`config.mk`:
```
export PLATFORM = sky130hd
export DESIGN_NAME = dmem_port_arbiter
export DESIGN_NICKNAME = d
export VERILOG_FILES = /design/src/rtl/dmem_port_arbiter_pkg.sv /design/src/rtl/dmem_rr_pick.sv /design/src/rtl/dmem_port_arbiter.sv
export SDC_FILE = /design/constraint.sdc
export NUM_CORES = 1
export LEC_CHECK = 0
export ABC_AREA = 1
export BUFFER_PORTS_ARGS = -buffer_cell sky130_fd_sc_hd__buf_2
export CORE_MARGIN = 5
export CORE_UTILIZATION = 49
export DETAILED_ROUTE_END_ITERATION = 8
export PLACE_DENSITY = 0.86
export SYNTH_ARGS = -nofsm -noshare
export SYNTH_HDL_FRONTEND = slang
export SYNTH_HIERARCHICAL = 1
export SYNTH_SLANG_ARGS = --single-unit
```
`constraint.sdc`:
```
create_clock -name clk -period 2.2 [get_ports clk]
set_clock_uncertainty 0.1 [all_clocks]
set_input_delay 0.11 -clock clk [delete_from_list [all_inputs] [get_ports clk]]
set_output_delay 0.11 -clock clk [all_outputs]
set_load 0.005 [all_outputs]
```
`src/rtl/dmem_port_arbiter_pkg.sv`:
```
// Shared constants for the data-memory port arbiter: memory-op codes,
// pipeline-register mask bits and the arbiter FSM state encoding.
`timescale 1ns/1ps
package dmem_port_arbiter_pkg;

  localparam int MEM_OP_BITS = 2;
  localparam logic [MEM_OP_BITS-1:0] MEM_OP_NOP   = 2'd0;
  localparam logic [MEM_OP_BITS-1:0] MEM_OP_READ  = 2'd1;
  localparam logic [MEM_OP_BITS-1:0] MEM_OP_WRITE = 2'd2;

  localparam int NUM_PIPE_MASKS = 5;
  localparam logic [NUM_PIPE_MASKS-1:0] PIPE_REG_PC     = 5'b00001;
  localparam logic [NUM_PIPE_MASKS-1:0] PIPE_REG_IF_ID  = 5'b00010;
  localparam logic [NUM_PIPE_MASKS-1:0] PIPE_REG_ID_EX  = 5'b00100;
  localparam logic [NUM_PIPE_MASKS-1:0] PIPE_REG_EX_MEM = 5'b01000;
  localparam logic [NUM_PIPE_MASKS-1:0] PIPE_REG_MEM_WB = 5'b10000;

  localparam logic [NUM_PIPE_MASKS-1:0] DMEM_STALL_MASK =
    PIPE_REG_PC | PIPE_REG_IF_ID | PIPE_REG_ID_EX | PIPE_REG_EX_MEM;
  localparam logic [NUM_PIPE_MASKS-1:0] DMEM_NOP_MASK = PIPE_REG_MEM_WB;

  typedef enum logic [1:0] {
    DMEM_ARB_IDLE   = 2'd0,
    DMEM_ARB_ACCESS = 2'd1,
    DMEM_ARB_DONE   = 2'd2
  } dmem_arb_state_t;

  function automatic logic mem_op_req(input logic [MEM_OP_BITS-1:0] op);
    return op != MEM_OP_NOP;
  endfunction

endpackage

```
`src/rtl/dmem_rr_pick.sv`:
```
// Two-request priority picker with a round-robin pointer; the pointer flips
// after each enabled cycle in which both lanes requested.
`timescale 1ns/1ps
module dmem_rr_pick (
  input  logic clk,
  input  logic reset,
  input  logic en,
  input  logic req0,
  input  logic req1,
  output logic grant1
);

  logic ptr;

  always_ff @(posedge clk) begin
    if (reset) begin
      ptr <= 1'b0;
    end else if (en && req0 && req1) begin
      ptr <= ~ptr;
    end
  end

  assign grant1 = (req0 && req1) ? ptr : req1;

endmodule

```
`src/rtl/dmem_port_arbiter.sv`:
```
// Serialises two lanes' loads/stores onto one data-memory port and freezes
// the pipeline until both complete. Round-robin priority with DMEM_ARB_RR_EN.
`timescale 1ns/1ps
module dmem_port_arbiter
  import dmem_port_arbiter_pkg::*;
#(
  parameter int ADDR_WIDTH = 16,
  parameter int DATA_WIDTH = 16
) (
  input  logic                      clk,
  input  logic                      reset,
  input  logic [MEM_OP_BITS-1:0]    ex_mem_mem_op0,
  input  logic [MEM_OP_BITS-1:0]    ex_mem_mem_op1,
  input  logic [ADDR_WIDTH-1:0]     ex_mem_addr0,
  input  logic [ADDR_WIDTH-1:0]     ex_mem_addr1,
  input  logic [DATA_WIDTH-1:0]     ex_mem_wdata0,
  input  logic [DATA_WIDTH-1:0]     ex_mem_wdata1,
  input  logic                      mem_ack,
  input  logic [DATA_WIDTH-1:0]     mem_rdata,
  output logic                      mem_req,
  output logic                      mem_we,
  output logic [ADDR_WIDTH-1:0]     mem_addr,
  output logic [DATA_WIDTH-1:0]     mem_wdata,
  output logic [NUM_PIPE_MASKS-1:0] stall0,
  output logic [NUM_PIPE_MASKS-1:0] stall1,
  output logic [NUM_PIPE_MASKS-1:0] nop0,
  output logic [NUM_PIPE_MASKS-1:0] nop1,
  output logic [DATA_WIDTH-1:0]     rdata0,
  output logic [DATA_WIDTH-1:0]     rdata1,
  output logic                      rdata_valid0,
  output logic                      rdata_valid1
);

  dmem_arb_state_t state, state_nxt;

  logic req0, req1, grant1;
  logic cur_lane, served0, served1;
  logic load, load_lane, complete, clr_served;
  logic other_req, other_served;
  logic [MEM_OP_BITS-1:0] load_op;
  logic [ADDR_WIDTH-1:0]  load_addr;
  logic [DATA_WIDTH-1:0]  load_wdata;

  assign req0 = mem_op_req(ex_mem_mem_op0);
  assign req1 = mem_op_req(ex_mem_mem_op1);

`ifdef DMEM_ARB_RR_EN
  dmem_rr_pick u_pick (
    .clk    (clk),
    .reset  (reset),
    .en     (state == DMEM_ARB_IDLE),
    .req0   (req0),
    .req1   (req1),
    .grant1 (grant1)
  );
`else
  assign grant1 = ~req0 & req1;
`endif

  assign other_req    = cur_lane ? req0 : req1;
  assign other_served = cur_lane ? served0 : served1;

  assign load_op    = load_lane ? ex_mem_mem_op1 : ex_mem_mem_op0;
  assign load_addr  = load_lane ? ex_mem_addr1   : ex_mem_addr0;
  assign load_wdata = load_lane ? ex_mem_wdata1  : ex_mem_wdata0;

  assign mem_req = (state == DMEM_ARB_ACCESS);

  always_ff @(posedge clk) begin
    if (reset) begin
      state <= DMEM_ARB_IDLE;
    end else begin
      state <= state_nxt;
    end
  end

  always_comb begin
    state_nxt  = state;
    load       = 1'b0;
    load_lane  = 1'b0;
    complete   = 1'b0;
    clr_served = 1'b0;
    stall0     = '0;
    stall1     = '0;
    nop0       = '0;
    nop1       = '0;
    case (state)
      DMEM_ARB_IDLE: begin
        if (req0 || req1) begin
          load      = 1'b1;
          load_lane = grant1;
          state_nxt = DMEM_ARB_ACCESS;
          stall0    = DMEM_STALL_MASK;
          stall1    = DMEM_STALL_MASK;
          nop0      = DMEM_NOP_MASK;
          nop1      = DMEM_NOP_MASK;
        end
      end
      DMEM_ARB_ACCESS: begin
        stall0 = DMEM_STALL_MASK;
        stall1 = DMEM_STALL_MASK;
        nop0   = DMEM_NOP_MASK;
        nop1   = DMEM_NOP_MASK;
        if (mem_ack) begin
          complete = 1'b1;
          // Chain the other lane straight in so mem_req never drops between them.
          if (other_req && !other_served) begin
            load      = 1'b1;
            load_lane = ~cur_lane;
          end else begin
            state_nxt = DMEM_ARB_DONE;
          end
        end
      end
      DMEM_ARB_DONE: begin
        clr_served = 1'b1;
        state_nxt  = DMEM_ARB_IDLE;
      end
      default: state_nxt = DMEM_ARB_IDLE;
    endcase
  end

  always_ff @(posedge clk) begin
    if (reset) begin
      cur_lane     <= 1'b0;
      served0      <= 1'b0;
      served1      <= 1'b0;
      mem_we       <= 1'b0;
      mem_addr     <= '0;
      mem_wdata    <= '0;
      rdata0       <= '0;
      rdata1       <= '0;
      rdata_valid0 <= 1'b0;
      rdata_valid1 <= 1'b0;
    end else begin
      rdata_valid0 <= 1'b0;
      rdata_valid1 <= 1'b0;
      if (complete && !mem_we) begin
        if (cur_lane) begin
          rdata1       <= mem_rdata;
          rdata_valid1 <= 1'b1;
        end else begin
          rdata0       <= mem_rdata;
          rdata_valid0 <= 1'b1;
        end
      end
      if (load) begin
        cur_lane  <= load_lane;
        mem_we    <= (load_op == MEM_OP_WRITE);
        mem_addr  <= load_addr;
        mem_wdata <= load_wdata;
        if (load_lane) served1 <= 1'b1;
        else           served0 <= 1'b1;
      end
      if (clr_served) begin
        served0 <= 1'b0;
        served1 <= 1'b0;
      end
    end
  end

endmodule

```
Word level (Yosys, flattened, before mapping)
Index checks and enable logic that the tools add are counted.
{"block": "op_classes", "shift": 0, "n_addsub": 0, "n_mux": 26, "n_div": 0, "bitwise": 5, "reduce_logical": 15, "n_mul": 0, "n_lt_le_gt_ge": 0, "n_eq_ne": 6}
{"operator": "$mux 16", "n": 2}
{"operator": "$mux 1", "n": 13}
{"operator": "$pmux 5 s2", "n": 1}
{"operator": "$mux 2", "n": 4}
{"operator": "$pmux 4 s2", "n": 1}
{"operator": "$reduce_and 2->1", "n": 4}
{"operator": "$ne 2x2->1 const B", "n": 3}
{"operator": "$mux 5", "n": 1}
{"operator": "$eq 2x2->1 const B", "n": 2}
{"operator": "$mux 4", "n": 1}
{"operator": "$not 1->1", "n": 4}
{"operator": "$pmux 1 s2", "n": 2}
{"operator": "$pmux 2 s2", "n": 1}
{"operator": "$reduce_bool 2->1", "n": 2}
{"operator": "$reduce_or 2->1", "n": 2}
{"operator": "$reduce_and 3->1", "n": 1}
{"operator": "$eq 2x1->1 const B", "n": 1}
{"operator": "$logic_and 1x1->1", "n": 2}
{"operator": "$logic_not 1->1", "n": 2}
{"operator": "$logic_not 2->1", "n": 1}
{"operator": "$and 1x1->1", "n": 1}
{"operator": "$logic_or 1x1->1", "n": 1}
{"block": "word_totals", "input_bits": 87, "romBits": 0, "regBits": 72, "memories": 0, "word_cells": 63, "latchBits": 0, "ramBits": 0}

Logic depth before layout (Yosys ltp)
{"block": "depth", "ltp_word": 8, "depth_mapped": 10, "depth_no_buf": 9}

Worst setup path after synthesis
Ideal clock, no wire load.
{"block": "synth_timing", "path_kind": "register to register", "start": "register state[0]", "end": "register rdata0[13]", "arrival_ns": 1.247, "synth_period_minus_slack_ns": 1.479, "stages_incl_launch_ff": 9, "setup_slack_ns": 0.721, "path_buffers": 1, "t_required_ns": 1.968, "setup_time_ns": 0.132, "path_cell_list": "dfxtp_1 inv_1 nor2_4 inv_2 nor3_4 nand2_2 buf_6 nand2_1 a21oi_1"}
{"block": "synth_via", "elab_chain_cells": 4}
{"element": "start, declared", "line_no": "dmem_port_arbiter.sv:34", "rtl": "dmem_arb_state_t state, state_nxt;"}
{"element": "start signal, assigned", "line_no": "dmem_port_arbiter.sv:73", "rtl": "state <= state_nxt;"}
{"element": "$eq 2x1->1"}
{"element": "net mem_req", "line_no": "dmem_port_arbiter.sv:20", "rtl": "output logic mem_req,"}
{"element": "$mux 1", "line_no": "dmem_port_arbiter.sv:87", "rtl": "case (state)"}
{"element": "$logic_and 1x1->1", "line_no": "dmem_port_arbiter.sv:138", "rtl": "if (complete && !mem_we) begin"}
{"element": "$reduce_and 2->1 (no source line)"}
{"element": "end signal, assigned", "line_no": "dmem_port_arbiter.sv:143", "rtl": "rdata0 <= mem_rdata;"}
{"element": "end, declared", "line_no": "dmem_port_arbiter.sv:28", "rtl": "output logic [DATA_WIDTH-1:0] rdata0,"}
The timed path passes the listed nets, and every way through them passes these cells.
A chain may end at the register's enable or synchronous reset.

Worst setup path after layout
{"block": "layout_timing", "start": "input ex_mem_mem_op1[0]", "end": "output stall1[1]"}
{"block": "layout_via", "elab_chain_cells": 4}
{"element": "start, declared", "line_no": "dmem_port_arbiter.sv:13", "rtl": "input logic [MEM_OP_BITS-1:0] ex_mem_mem_op1,"}
{"element": "$reduce_bool 2->1", "line_no": "dmem_port_arbiter_pkg.sv:29", "rtl": "return op != MEM_OP_NOP;"}
{"element": "$logic_or 1x1->1", "line_no": "dmem_port_arbiter.sv:89", "rtl": "if (req0 || req1) begin"}
{"element": "$mux 4", "line_no": "dmem_port_arbiter.sv:89"}
{"element": "$pmux 4 s2", "line_no": "dmem_port_arbiter.sv:87"}
{"element": "end, declared", "line_no": "dmem_port_arbiter.sv:25", "rtl": "output logic [NUM_PIPE_MASKS-1:0] stall1,"}
No other way between the ends.

==> out/results.ini <==
[status]
status=complete, no violations

[floorplanning]
core_um2=6720
die_area_um2=8570
pin_count=175
rows=30
fp.dieH_um=92.6
start_util_pct=49.7
die_w_um=92.6

[cts]
cts.sinks=72
cts_root_buf=clkbuf_8
clk_pin_slew_worst_paths_ns=0.07
clock_latency_ns=0.34
cts_tree=built
cts.path.max_buffers=2
cts_max_level=3
cts_buffers=9

[detailed_routing]
final_antenna_net_count=0
drc=0
wl_per_cell_um=16.3
vias_per_cell=5.37
vias=4099
drt-total-wl_um=12500
drt_pass1_iterations=5
drt_iter0_drc=271

[yosys]
yosysMostFrequentCell=nand2_1
ys_top_cells_by_area=dfxtp_1 43%, nand3_1 14%, nand2_1 12%, a21oi_1 10%, buf_4 5.6%
ys_seq_elements=72
synth_common_cells=109 x nand2_1, 94 x nand3_1, 72 x dfxtp_1, 68 x a21oi_1, 39 x inv_1
yosysSeqAreaShare_pct=43.1
synthFlopType=dfxtp_1
synth_edf_count=0
yosysWarnings=6
synth.largest_area_cell=dfxtp_1
syn_avg_cell_area_um2=7.26
syn_inst=460
ys_async_sr_fraction_pct=0
yosysTopAreaCellShare_pct=43.1
syn_area_um2=3340
ys_types=22

[global_route]
grt_max_degree=38
antenna_found_initial=0
grt_pass1_wl_um=19400
grt_use_total_pct=28.1
first_global_vias=4006
grt_overflow_total=0

[timing]
finalCritPeriodShare_pct=93.9
relSlewSlack_pct=63.6
setup_viol=0
rsz0062_at_grt=false
min_period_ns=2.07
hold_viol=0
tns_ns=0
worst_slew_pin_slew_ns=0.546
slew_viol_final=0
max_freq_ghz=0.484

[power]
combPwrFrac_pct=23.9
power.leakage_nw=2.48
internal-power_mw=2.54
peakVddDrop_mv=0.431
p_sw_share_pct=29.3
total_switching_power_mw=1.05
p_seq_share_pct=41.0
p_per_area_nw_per_um2=715
clockPowerShare_pct=35.1

[hold_path]
worst_hold_path_type=input port to register

[setup_path]
cp_max_fo=32
cp.arrival_ns=1.86
worstSetupPathType=input port to output pin
worstPathRequired_ns=1.99
start_kind=input port
critPathCaptureType=output pin

[placement]
port_buffers=164
gp_congestion=0.817
place_hpwl_um=6630

[final_layout]
area_growth_pct=50.4
num_antenna_cells=0
drive_gt1_share_pct=29.3
nNetsFinal=765
final_core_util_pct=74.8

[job]
cap_violations=0

==> metal layers <==
metal	global-route usage [%]	vias to the layer above	wire length, um
met4	15.1	0	416
met1	33.0	1834	4620
met5	0	-	0
met3	8.61	44	1540
li1	-	1905	-
met2	45.9	316	5880
==> state kept, by name (all words and copies together) (netlist names) <==
name,cells
mem_addr,16
mem_wdata,16
rdata0,16
rdata1,16
state,2
cur_lane,1
mem_we,1
rdata_valid0,1
rdata_valid1,1
served0,1
served1,1
==> final timing paths <==
kind | to | start | depth (start not counted) | slack, ns
setup / recovery | stall1[1] | ex_mem_mem_op1[0] | 8 | 0.13
hold reg to reg | rdata0[4]$_SDFFE_PP0P_ | rdata0[4]$_SDFFE_PP0P_ | 2 | 0.36
hold / removal | mem_wdata[14]$_SDFFE_PP0P_ | ex_mem_wdata1[14] | 5 | 0.03
setup reg to reg | mem_addr[8]$_SDFFE_PP0P_ | state[1]$_SDFFE_PP0P_ | 8 | 0.30
==> critical path, stage by stage <==
cell,delay (ns)
dlygate4sd3_1,0.53
buf_2,0.13
inv_1,0.05
nand2_1,0.10
o21ai_2,0.26
buf_8,0.26
nand2_1,0.21
buf_2,0.19
==> cell type report <==
type                            instances  area [um2]
Timing Repair Buffer                  248        1660
Clock buffer                            9         124
Sequential cell                        72        1440
Fill cell                             463        1690
Inverter                               42         160
Clock inverter                          7         120
Multi-Input combinational cell        305        1420
Tap cell                               80         100
==> power groups by stage <==
stage	logic (mW)	registers, mW	clock network [mW]
after floorplan	0.480	1.50	0
after global routing	0.928	1.48	1.35
after global placement	0.688	1.49	0
after detailed placement	0.704	1.49	0
final	0.859	1.47	1.26
after CTS	0.808	1.47	1.29
==> repair_timing <==
action                                  4_1_cts  5_1_grt
hold buffers                                 76        0
endpoints found under the setup margin        0       11
endpoints found under the hold margin        64        0
setup buffers                                 0        0
gates resized for setup                       0        4
==> cell families after synthesis <==
family,count (synthesis),share of synthesized area [%]
flip-flops,72,43.1
buffers and inverters,92,15.4
AND/OR/NAND/NOR,222,30.1
other,1,0.112
AO/OA/AOI/OAI,73,11.2
==> per-stage QoR <==
| stage | area, um2 | setup WS [ns] | std cells | hold slack (ns) | total power [mW] |
|---|---|---|---|---|---|
| 3_5_place_dp | 4010 | 0.375 | 671 | 0.288 | 2.20 |
| 3_3_place_gp | 4010 | 0.439 | 671 | 0.282 | 2.18 |
| 4_1_cts | 5020 | 0.0257 | 763 | 0.00405 | 3.56 |
| 2_1_floorplan | 3370 | 0.721 | 469 | 0.174 | 1.98 |
| 6_report | 5030 | 0.134 | 763 | 0.0282 | 3.59 |
| 5_1_grt | 5030 | 0.0187 | 763 | 0.0155 | 3.76 |
==> placed cells by master, fill, tap and decap left out, drive strengths merged, types with 2 or more instances in the layout <==
master       instances
nor3                 2
nand3               94
dfxtp               72
conb                10
nor2                10
clkbuf               9
clkinv               3
nand2              114
a21oi               68
nand4                2
inv                 42
buf                172
o21ai                3
bufinv               3
dlygate4sd3         76
Note: power is estimated with default switching activity, not from simulation.
